===== src/rtl/load_store_unit.sv =====
// RV32I load/store unit: one request at a time against a word-wide data memory.
// LSU_MISALIGN_TRAP_EN: when defined, misaligned halfword/word accesses are rejected.
module load_store_unit #(
   parameter int DEPTH_LOG2 = 10
) (
   input  logic        clk,
   input  logic        rst,
   input  logic        req_valid,
   output logic        req_ready,
   input  logic        req_we,
   input  logic [2:0]  req_funct3,
   input  logic [31:0] req_addr,
   input  logic [31:0] req_wdata,
   output logic        rsp_valid,
   output logic [31:0] rsp_rdata,
   output logic        rsp_err,
   output logic        mem_we,
   output logic [31:0] mem_addr,
   output logic [31:0] mem_wd,
   input  logic [31:0] mem_rd,
   output logic [1:0]  state_dbg
);

   // Handshake: a request transfers on a rising edge where req_valid and
   // req_ready are both high; rsp_valid is a single-cycle pulse, never stalled.
   typedef enum logic [1:0] {IDLE = 2'd0, ACCESS = 2'd1, WRITE = 2'd2, RESP = 2'd3} state_t;

   state_t                  state, state_n;
   logic                    we_q;
   logic [2:0]              f3_q;
   logic [DEPTH_LOG2+1:0]   addr_q;
   logic [31:0]             wdata_q;
   logic [31:0]             word_q;
   logic [31:0]             rdata_q;
   logic                    err_q;
   logic                    req_invalid;
   logic [7:0]              byte_v;
   logic [15:0]             half_v;
   logic [31:0]             load_val;
   logic [31:0]             merged;
   logic                    unused_addr_bits;

   assign unused_addr_bits = ^req_addr[31:DEPTH_LOG2+2];

   always_comb begin
      req_invalid = 1'b0;
      if (req_we)
         req_invalid = (req_funct3 > 3'd2);
      else
         req_invalid = (req_funct3 == 3'd3) || (req_funct3[2:1] == 2'b11);
`ifdef LSU_MISALIGN_TRAP_EN
      if ((req_funct3[1:0] == 2'd1) && req_addr[0])
         req_invalid = 1'b1;
      if ((req_funct3[1:0] == 2'd2) && (req_addr[1:0] != 2'd0))
         req_invalid = 1'b1;
`endif
   end

   // Lane selection ignores address bits below the access size, so unaligned
   // addresses collapse onto the aligned lane when trapping is disabled.
   always_comb begin
      byte_v = mem_rd[{addr_q[1:0], 3'b000} +: 8];
      half_v = mem_rd[{addr_q[1], 4'b0000} +: 16];
      case (f3_q)
         3'd0:    load_val = {{24{byte_v[7]}}, byte_v};
         3'd1:    load_val = {{16{half_v[15]}}, half_v};
         3'd2:    load_val = mem_rd;
         3'd4:    load_val = {24'd0, byte_v};
         3'd5:    load_val = {16'd0, half_v};
         default: load_val = 32'd0;
      endcase
   end

   always_comb begin
      merged = word_q;
      if (f3_q[1:0] == 2'd0)
         merged[{addr_q[1:0], 3'b000} +: 8] = wdata_q[7:0];
      else
         merged[{addr_q[1], 4'b0000} +: 16] = wdata_q[15:0];
   end

   always_comb begin
      mem_addr = 32'd0;
      mem_addr[DEPTH_LOG2-1:0] = addr_q[DEPTH_LOG2+1:2];
   end

   always_comb begin
      state_n = state;
      mem_we  = 1'b0;
      mem_wd  = 32'd0;
      case (state)
         IDLE: begin
            if (req_valid)
               state_n = req_invalid ? RESP : ACCESS;
         end
         ACCESS: begin
            if (!we_q) begin
               state_n = RESP;
            end else if (f3_q == 3'd2) begin
               mem_we  = 1'b1;
               mem_wd  = wdata_q;
               state_n = RESP;
            end else begin
               state_n = WRITE;
            end
         end
         WRITE: begin
            mem_we  = 1'b1;
            mem_wd  = merged;
            state_n = RESP;
         end
         RESP:    state_n = IDLE;
         default: state_n = IDLE;
      endcase
   end

   always_ff @(posedge clk or posedge rst) begin
      if (rst) begin
         state   <= IDLE;
         we_q    <= 1'b0;
         f3_q    <= 3'd0;
         addr_q  <= '0;
         wdata_q <= 32'd0;
         word_q  <= 32'd0;
         rdata_q <= 32'd0;
         err_q   <= 1'b0;
      end else begin
         state <= state_n;
         case (state)
            IDLE: begin
               if (req_valid) begin
                  we_q    <= req_we;
                  f3_q    <= req_funct3;
                  addr_q  <= req_addr[DEPTH_LOG2+1:0];
                  wdata_q <= req_wdata;
                  err_q   <= req_invalid;
                  rdata_q <= 32'd0;
               end
            end
            ACCESS: begin
               word_q <= mem_rd;
               if (!we_q)
                  rdata_q <= load_val;
            end
            default: ;
         endcase
      end
   end

   assign req_ready = (state == IDLE);
   assign rsp_valid = (state == RESP);
   assign rsp_err   = (state == RESP) && err_q;
   assign rsp_rdata = (state == RESP) ? rdata_q : 32'd0;
   assign state_dbg = state;

endmodule


===== config.mk =====
export PLATFORM = sky130hd
export DESIGN_NAME = load_store_unit
export DESIGN_NICKNAME = d
export VERILOG_FILES = /design/src/rtl/load_store_unit.sv
export SDC_FILE = /design/constraint.sdc
export NUM_CORES = 1
export LEC_CHECK = 0
export BUFFER_PORTS_ARGS = -buffer_cell sky130_fd_sc_hd__buf_4
export CORE_MARGIN = 8
export CORE_UTILIZATION = 25
export DETAILED_ROUTE_END_ITERATION = 6
export GPL_ROUTABILITY_DRIVEN = 1
export GPL_TIMING_DRIVEN = 0
export PLACE_DENSITY = 0.56
export SYNTH_ARGS = -nofsm -noshare
export SYNTH_HDL_FRONTEND = slang
export SYNTH_SLANG_ARGS = --single-unit

===== constraint.sdc =====
create_clock -name clk -period 7.1 [get_ports clk]
set_clock_uncertainty 0.2 [all_clocks]
set_input_delay 1.065 -clock clk [delete_from_list [all_inputs] [get_ports clk]]
set_output_delay 1.065 -clock clk [all_outputs]
set_load 0.01 [all_outputs]

==> flow_metrics.py, run 1 <==
metrics = {
    "clock_tree": {
        "cts_buffer_depth": 2,
        "post_cts_resized": 0,
        "clock_latency_ps": 410,
        "cts_root_buf": "clkbuf_16",
        "cts_tree": "built",
        "clkTransAtPathRegs_ps": 60,
        "cts_buffers": 17,
        "htreeDepth": 4,
        "clkSinkCount": 115,
        "post_cts_buffers": 0,
        "postCtsHoldBufs": 0,
    },
    "global_routing": {
        "grt_max_degree": 72,
        "grt_remaining_overflow": 0,
        "antenna_found_initial": 0,
        "grt_pass1_vias": 5844,
        "grt_usage": 0.1454,
        "grt_pass1_wl_mm": 36.31,
    },
    "synthesis": {
        "synth.avg_cell_area_um2": 11.24,
        "synth_area_mm2": 0.006865,
        "synth_edf_count": 0,
        "yosys_warnings": 0,
        "synthFlopType": "dfrtp_1",
        "async_flop_share": 1.000,
        "ys_seq_elements": 115,
        "synthCells": 611,
        "yosysSeqAreaShare": 0.4192,
        "yosysUniqueCellTypes": 47,
    },
    "sta": {
        "setup_viol": 0,
        "hold_viol": 0,
        "tightest_slew_ps": 690.9,
        "fin_crit_ps": 4294,
        "period_share": 0.6048,
        "slew-limit-headroom": 0.5394,
        "drv_slew": 0,
        "rsz0062_at_grt": "no",
        "hold-worst-slack_ps": 273.0,
        "fmax_ghz": 0.2329,
        "fin_tns_setup_ps": 0,
    },
    "layout": {
        "mostFrequentLayoutCell": "buf_4",
        "multi_input_area_mm2": 0.003493,
        "diodes": 0,
        "fillers": 2740,
        "final_nets": 926,
        "design_area_mm2": 0.009218,
        "final_cell_mix": "buf_4 (196), dfrtp_1 (115), mux2_2 (55)",
        "drive_gt1_frac": 0.3785,
        "regArea_mm2": 0.002878,
        "area_delta_synth_final_pct": 34.26,
    },
    "worst_setup_path": {
        "start_kind": "flop",
        "crit_type": "reg -> out",
        "r2r_setup_slack_ps": 4670,
        "worstPathArrival_ps": 3030,
        "crit_fanout": 10,
        "required_ps": 5830,
        "cp-end-kind": "output port",
    },
    "routing": {
        "drt_first_pass_iters": 7,
        "drtIter0Drc": 321,
        "post-route-drc-count": 0,
        "num_vias": 5664,
        "ant_nets": 0,
        "routed_wl_mm": 24.32,
        "wire_per_inst_um": 20.83,
        "via_per_inst": 4.849,
    },
    "floorplanning": {
        "core_area_mm2": 0.02695,
        "rows": 60,
        "design.die.area_mm2": 0.03302,
        "ios": 205,
        "die_y_um": 181.7,
        "dieWidth_um": 181.7,
        "initial_utilization": 0.2547,
    },
    "run_status": {
        "outcome": "finished clean",
    },
    "placement": {
        "portBuffers": 162,
        "routabilityCongestion": 0.8779,
        "hpwl_mm": 19.13,
        "dpl_cell_area_mm2": 0.008620,
    },
    "power": {
        "comb_power_share": 0.516,
        "intPower_mw": 2.642,
        "leakagePower_nw": 4.251,
        "power.total_mw": 4.432,
        "p_seq_frac": 0.288,
        "switching_power_mw": 1.790,
        "power_frac_clock": 0.196,
        "power.density_mw_per_mm2": 480.8,
        "ir_drop_mv": 0.2020,
        "netSwitchingFraction": 0.4039,
    },
    "flow_run": {
        "cap_violations": 0,
    },
    "min_path": {
        "min_path_type": "reg -> reg",
    },
}
[critical path: stages, from the launching register on]
cell,delay (ps)
dfrtp_1,390
buf_6,180
buf_4,230
inv_1,130
ha_1,340
nor4bb_1,260
clkbuf_1,360
a221o_1,220
a32oi_1,100
nor2b_1,240
buf_4,170
[registers in the layout (all words and copies together), names as in the netlist]
register,count
word_q,32
rdata_q,32
we_q,1
err_q,1
addr_q,12
state_dbg,2
wdata_q,32
f3_q,3
[cell families after synthesis]
logic type      after synthesis  share of synthesized area
compound gates              130                     0.1604
fa+ha+maj                     9                    0.01640
buf+inv                      95                    0.08347
flops                       115                     0.4192
mux                         126                     0.2048
other cells                   1                  0.0005462
simple gates                135                     0.1152
[metrics by stage]
stage | setup WS [ps] | util | std cells
final | 2806 | 0.3420 | 1168
after floorplan | 2791 | - | 632
after global placement | 1105 | 0.3186 | 1135
after global routing | 2620 | 0.3420 | 1168
after CTS | 2805 | 0.3420 | 1168
after detailed placement | 3256 | 0.3198 | 1136
[Yosys cell counts (2+ instances only)]
cell type  count  share of area
mux2_1        33          0.054
nor2b_1       34          0.031
and2_1        34          0.031
mux2_2        55          0.090
buf_2          5         0.0036
inv_1          9         0.0049
buf_4         34          0.037
nand2b_1       2         0.0018
a21oi_1       12         0.0087
nor4bb_1       2         0.0029
a22oi_1        8         0.0087
o21ai_1        9         0.0066
nor3b_2        2         0.0036
mux2i_1       34          0.050
nor2_1         5         0.0027
clkbuf_1      25          0.014
o211ai_1       2         0.0022
a221o_1       47          0.069
nand2_1       44          0.024
a21o_1         9         0.0098
ha_1           9          0.016
buf_6         11          0.018
mux2_4         2         0.0044
dfrtp_1      115           0.42
a222oi_1       7          0.010
a32oi_1       31          0.040
buf_1         11         0.0060
[power groups by stage]
stage | registers, mW | clock network, mW | logic (mW)
6_report | 1.28 | 0.869 | 2.29
5_1_grt | 1.32 | 0.917 | 2.49
4_1_cts | 1.28 | 0.892 | 2.31
3_5_place_dp | 1.29 | 0 | 2.30
3_3_place_gp | 1.28 | 0 | 2.27
2_1_floorplan | 1.16 | 0 | 1.60
[cell type report]
type / instances / area share
Buffer: 86 / 0.05850
Sequential cell: 115 / 0.3122
Tap cell: 341 / 0.04629
Timing Repair Buffer: 163 / 0.1349
Clock inverter: 10 / 0.01344
Clock buffer: 22 / 0.05145
Multi-Input combinational cell: 422 / 0.3790
Inverter: 9 / 0.004208
[final timing paths]
path                                           from                      end  cells past startpoint
setup / recovery              addr_q[1]$_DFFE_PP0P_               mem_wd[27]                     10
hold / removal              rdata_q[14]$_DFFE_PP0P_  rdata_q[14]$_DFFE_PP0P_                      1
setup reg to reg           state_dbg[1]$_DFFE_PP0P_  rdata_q[28]$_DFFE_PP0P_                      6
hold reg to reg             rdata_q[14]$_DFFE_PP0P_  rdata_q[14]$_DFFE_PP0P_                      1
max in group asynchronous                       rst   wdata_q[9]$_DFFE_PP0P_                      3
min in group asynchronous                       rst   addr_q[10]$_DFFE_PP0P_                      2
[per-layer routing]
| metal | vias up | track usage | share of wire |
|---|---|---|---|
| li1 | 2616 | - | - |
| met2 | 222 | 0.2405 | 0.48 |
| met5 | - | 0 | 0 |
| met4 | 0 | 0.04854 | 0.021 |
| met3 | 31 | 0.03393 | 0.065 |
| met1 | 2795 | 0.1836 | 0.43 |
No activity file was read; power rests on OpenSTA's default activity.
==> run 2: changes to the inputs <==
--- a/config.mk
+++ b/config.mk
@@ -11,7 +11,7 @@
 export DETAILED_ROUTE_END_ITERATION = 6
 export GPL_ROUTABILITY_DRIVEN = 1
 export GPL_TIMING_DRIVEN = 0
-export PLACE_DENSITY = 0.56
+export PLACE_DENSITY = 0.57
 export SYNTH_ARGS = -nofsm -noshare
 export SYNTH_HDL_FRONTEND = slang
 export SYNTH_SLANG_ARGS = --single-unit
==> constraint.sdc (replaced) <==
create_clock -name clk -period 3.5 [get_ports clk]
set_clock_uncertainty 0.2 [all_clocks]
set_input_delay 0.525 -clock clk [delete_from_list [all_inputs] [get_ports clk]]
set_output_delay 0.525 -clock clk [all_outputs]
set_load 0.01 [all_outputs]
==> flow_metrics.py, run 2 (same netlist as run 1, synthesis figures left out) <==
metrics = {
    "routing": {
        "drt_first_pass_iters": 5,
        "ant_nets": 0,
        "via_per_inst": 4.926,
        "post-route-drc-count": 0,
        "routed_wl_mm": 24.70,
        "num_vias": 5773,
        "wire_per_inst_um": 21.07,
        "drtIter0Drc": 364,
    },
    "sta": {
        "fin_tns_setup_ps": 0,
        "hold_viol": 0,
        "hold-worst-slack_ps": 117.5,
        "fmax_ghz": 0.2965,
        "drv_slew": 0,
        "period_share": 0.9635,
        "slew-limit-headroom": 0.5480,
        "fin_crit_ps": 3372,
        "tightest_slew_ps": 678.0,
        "setup_viol": 0,
        "rsz0062_at_grt": "no",
    },
    "layout": {
        "diodes": 0,
        "regArea_mm2": 0.002878,
        "fin_cells": 1172,
        "final_nets": 930,
        "final_cell_mix": "buf_4 (198), dfrtp_1 (115), mux2_2 (55)",
        "final_util": 0.3456,
        "multi_input_area_mm2": 0.003513,
        "design_area_mm2": 0.009314,
        "mostFrequentLayoutCell": "buf_4",
        "top_regs": "rdata_q: 32 flops, wdata_q: 32 flops, word_q: 32 flops",
        "fillers": 2752,
        "area_delta_synth_final_pct": 35.67,
        "drive_gt1_frac": 0.3887,
    },
    "worst_setup_path": {
        "start_kind": "flop",
        "cp-end-kind": "output port",
        "crit_slowest_cell": "dfrtp_1",
        "crit_type": "reg -> out",
        "worstPathArrival_ps": 2650,
        "cp_cell_sequence": "buf_8 -> inv_1 -> ha_4 -> nor4bb_1 -> clkbuf_4 -> a221o_1 -> a32oi_1 -> nor2b_1 -> buf_4",
        "crit_fanout": 18,
        "required_ps": 2770,
        "max_stage_delay_ps": 410,
    },
    "floorplanning": {
        "dieWidth_um": 181.7,
        "die_y_um": 181.7,
        "rows": 60,
        "core_area_mm2": 0.02695,
        "initial_utilization": 0.2547,
        "design.die.area_mm2": 0.03302,
        "ios": 205,
    },
    "placement": {
        "hpwl_mm": 19.25,
        "dp_cells": 1138,
        "dpl_cell_area_mm2": 0.008651,
        "portBuffers": 162,
        "routabilityCongestion": 0.8936,
    },
    "global_routing": {
        "grt_max_degree": 42,
        "grt_pass1_wl_mm": 36.71,
        "antenna_found_initial": 0,
        "grt_usage": 0.1469,
        "grt_remaining_overflow": 0,
        "grt_pass1_vias": 5986,
    },
    "power": {
        "comb_power_share": 0.517,
        "p_seq_frac": 0.285,
        "power_frac_clock": 0.198,
        "netSwitchingFraction": 0.4062,
        "power.density_mw_per_mm2": 979.5,
        "leakagePower_nw": 4.305,
        "ir_drop_mv": 0.3718,
        "switching_power_mw": 3.706,
        "intPower_mw": 5.417,
    },
    "min_path": {
        "min_path_type": "in -> reg",
    },
    "clock_tree": {
        "clock_latency_ps": 410,
        "cts_root_buf": "clkbuf_16",
        "htreeDepth": 4,
        "cts_tree": "built",
        "clkTransAtPathRegs_ps": 60,
        "clkSinkCount": 115,
        "cts_buffer_depth": 2,
        "cts_buffers": 17,
    },
    "flow_run": {
        "cap_violations": 0,
    },
    "run_status": {
        "outcome": "finished clean",
    },
}
run 2: final timing paths:
path,from,end,slack (ps),cells after the start
min in group asynchronous,rst,rdata_q[24]$_DFFE_PP0P_,380,3
max in group asynchronous,rst,wdata_q[12]$_DFFE_PP0P_,1990,5
hold / removal,req_addr[9],addr_q[9]$_DFFE_PP0P_,120,2
setup / recovery,addr_q[1]$_DFFE_PP0P_,mem_wd[27],130,9
setup reg to reg,state_dbg[1]$_DFFE_PP0P_,rdata_q[24]$_DFFE_PP0P_,1080,6
hold reg to reg,rdata_q[15]$_DFFE_PP0P_,rdata_q[15]$_DFFE_PP0P_,270,1
run 2: layout make-up:
| class | count | area share |
|---|---|---|
| timing repair buffer | 169 | 0.1405 |
| multi-input combinational | 422 | 0.3772 |
| buffer | 84 | 0.05790 |
| clock buffer | 17 | 0.04567 |
| inverter | 9 | 0.004030 |
| clock inverter | 15 | 0.01988 |
| tap | 341 | 0.04581 |
| sequential | 115 | 0.3090 |
run 2: routing by layer:
| layer | vias to the layer above | global-route usage | share of wire |
|---|---|---|---|
| li1 | 2636 | - | - |
| met1 | 2857 | 0.1852 | 0.43 |
| met2 | 250 | 0.2438 | 0.49 |
| met3 | 30 | 0.03952 | 0.071 |
| met4 | 0 | 0.04001 | 0.015 |
| met5 | - | 0 | 0 |
run 2: repair_timing:
item | 4_1_cts | 5_1_grt
endpoints found under the setup margin | 32 | 14
setup buffers | 1 | 2
hold buffers | 1 | 0
pin swaps | 0 | 1
resized for setup | 5 | 3
endpoints found under the hold margin | 5 | 0
run 2: power by group through the flow:
| stage | clock network, mW | logic [mW] | registers, mW |
|---|---|---|---|
| 3_5_place_dp | 0 | 4.67 | 2.62 |
| 5_1_grt | 1.91 | 5.14 | 2.67 |
| 3_3_place_gp | 0 | 4.60 | 2.59 |
| 4_1_cts | 1.84 | 4.72 | 2.60 |
| 2_1_floorplan | 0 | 3.24 | 2.35 |
| 6_report | 1.80 | 4.72 | 2.60 |
run 2: per-stage QoR:
stage               total power, mW  setup slack (ps)
CTS                           9.158             43.60
detailed placement            7.291             183.4
global placement              7.197             198.1
global route                  9.721             34.55
finish                        9.123             127.8
floorplan                     5.588             724.6
run 2: worst max-delay path, delay by kind of cell, from the launching register on:
kind | cells | cell delay [ps]
AND/OR/NAND/NOR | 2 | 500
AO/OA/AOI/OAI | 2 | 250
adder cells (fa/ha/maj) | 1 | 250
flip-flops | 1 | 410
buffers and inverters | 4 | 800
==> run 3: changes to the inputs <==
--- a/config.mk
+++ b/config.mk
@@ -5,7 +5,7 @@
 export SDC_FILE = /design/constraint.sdc
 export NUM_CORES = 1
 export LEC_CHECK = 0
-export BUFFER_PORTS_ARGS = -buffer_cell sky130_fd_sc_hd__buf_4
+export BUFFER_PORTS_ARGS = -buffer_cell sky130_fd_sc_hd__buf_2
 export CORE_MARGIN = 8
 export CORE_UTILIZATION = 25
 export DETAILED_ROUTE_END_ITERATION = 6
==> flow_metrics.py, run 3 (same netlist as run 1, synthesis figures left out) <==
metrics = {
    "routing": {
        "routed_wl_mm": 24.33,
        "wire_per_inst_um": 20.74,
        "num_vias": 5697,
        "drtIter0Drc": 439,
        "drt_first_pass_iters": 7,
        "via_per_inst": 4.857,
        "ant_nets": 0,
        "post-route-drc-count": 0,
    },
    "worst_setup_path": {
        "start_kind": "flop",
        "r2r_setup_slack_ps": 1100,
        "crit_fanout": 18,
        "crit_slowest_cell": "dfrtp_1",
        "crit_type": "reg -> out",
        "max_stage_delay_ps": 410,
        "r2r-end": "rdata_q[27]$_DFFE_PP0P_",
        "required_ps": 2770,
        "cp-end-kind": "output port",
        "reg2reg_from": "state_dbg[1]$_DFFE_PP0P_",
        "rr_worst_depth": 6,
        "worstPathArrival_ps": 2680,
        "cp_cell_sequence": "buf_12 -> inv_1 -> ha_4 -> nor4bb_1 -> buf_4 -> a221o_1 -> a32oi_1 -> nor2b_1 -> buf_2",
    },
    "clock_tree": {
        "htreeDepth": 4,
        "cts_root_buf": "clkbuf_16",
        "clock_latency_ps": 420,
        "clkTransAtPathRegs_ps": 60,
        "clkSinkCount": 115,
        "cts_buffer_depth": 2,
        "cts_buffers": 17,
        "cts_tree": "built",
    },
    "layout": {
        "final_nets": 930,
        "top_regs": "rdata_q: 32 flops, wdata_q: 32 flops, word_q: 32 flops",
        "mostFrequentLayoutCell": "buf_2",
        "design_area_mm2": 0.008864,
        "final_util": 0.3289,
        "drive_gt1_frac": 0.3887,
        "area_delta_synth_final_pct": 29.11,
        "final_cell_mix": "buf_2 (168), dfrtp_1 (115), mux2_2 (55)",
    },
    "floorplanning": {
        "dieWidth_um": 181.7,
        "initial_utilization": 0.2547,
        "die_y_um": 181.7,
        "core_area_mm2": 0.02695,
        "design.die.area_mm2": 0.03302,
        "rows": 60,
        "ios": 205,
    },
    "sta": {
        "period_share": 0.9720,
        "tightest_slew_ps": 646.5,
        "fmax_ghz": 0.2940,
        "drv_slew": 0,
        "setup_viol": 0,
        "slew-limit-headroom": 0.5690,
        "hold_viol": 0,
        "fin_crit_ps": 3402,
    },
    "global_routing": {
        "grt_remaining_overflow": 0,
        "grt_pass1_wl_mm": 36.69,
        "antenna_found_initial": 1,
        "grt_usage": 0.1467,
        "grt_max_degree": 38,
        "grt_pass1_vias": 5879,
    },
    "placement": {
        "hpwl_mm": 19.33,
        "routabilityCongestion": 0.8787,
        "portBuffers": 162,
        "dpl_cell_area_mm2": 0.008245,
    },
    "power": {
        "ir_drop_mv": 0.3949,
        "power.density_mw_per_mm2": 990.0,
        "leakagePower_nw": 4.208,
    },
    "run_status": {
        "outcome": "finished clean",
    },
    "min_path": {
        "min_to": "addr_q[7]$_DFFE_PP0P_",
        "hold_path_depth": 2,
        "worstHoldStart": "req_addr[7]",
        "min_path_type": "in -> reg",
    },
    "flow_run": {
        "cap_violations": 0,
    },
}
-- run 3: final cells by class --
cell class | count | area (um2)
Fill cell | 2776 | 18090
Clock inverter | 14 | 121.4
Tap cell | 341 | 426.7
Antenna cell | 1 | 2.502
Sequential cell | 115 | 2878
Buffer | 84 | 541.8
Timing Repair Buffer | 169 | 903.4
Inverter | 9 | 37.54
Multi-Input combinational cell | 422 | 3513
Clock buffer | 18 | 439.2
-- run 3: critical path, delay by kind of cell (launching register included) --
kind	cells	cell delay, ps
buf+inv	4	770
simple gates	2	570
compound gates	2	250
fa+ha+maj	1	250
flops	1	410
-- run 3: repair_timing --
action                     CTS  global route
buffers inserted             0             3
gates resized for setup      5             4
hold endpoints to repair    20             0
pin swaps                    0             2
setup endpoints to repair   32            24
hold buffers                 1             0
-- run 3: power breakdown --
part / total (mW) / leakage, nW / internal (mW) / switching, mW
sequential: 2.59 / 1.42 / 2.01 / 0.579
combinational: 4.53 / 2.52 / 2.10 / 2.43
clock: 1.66 / 0.272 / 0.944 / 0.712
-- run 3: per-stage QoR --
step | worst slack (ps) | total power [mW] | TNS [ps] | hold WS, ps | cells
after CTS | 16.94 | 8.769 | 0 | 89.97 | 1169
after global routing | -6.676 | 9.365 | -6.676 | 98.34 | 1173
after floorplan | 724.6 | 5.588 | 0 | 241.0 | 632
after detailed placement | 178.0 | 7.072 | 0 | 257.8 | 1138
final | 98.06 | 8.775 | 0 | 105.8 | 1173
after global placement | 191.2 | 6.983 | 0 | 254.1 | 1135
-- run 3: worst max-delay path by stage --
stage,start,depth (start not counted),end
global route,addr_q[1]$_DFFE_PP0P_,9,mem_wd[20]
detailed placement,addr_q[1]$_DFFE_PP0P_,10,mem_wd[27]
floorplan,addr_q[1]$_DFFE_PP0P_,9,mem_wd[30]
CTS,addr_q[1]$_DFFE_PP0P_,9,mem_wd[27]
global placement,addr_q[1]$_DFFE_PP0P_,10,mem_wd[27]
finish,addr_q[1]$_DFFE_PP0P_,9,mem_wd[27]
-- run 3: layer usage --
metal,GRT usage,wire length (um),vias up
met5,0,0,-
met4,0.04428,401,0
met3,0.03673,1710,24
met2,0.2392,11670,237
met1,0.1884,10540,2801
li1,-,-,2635
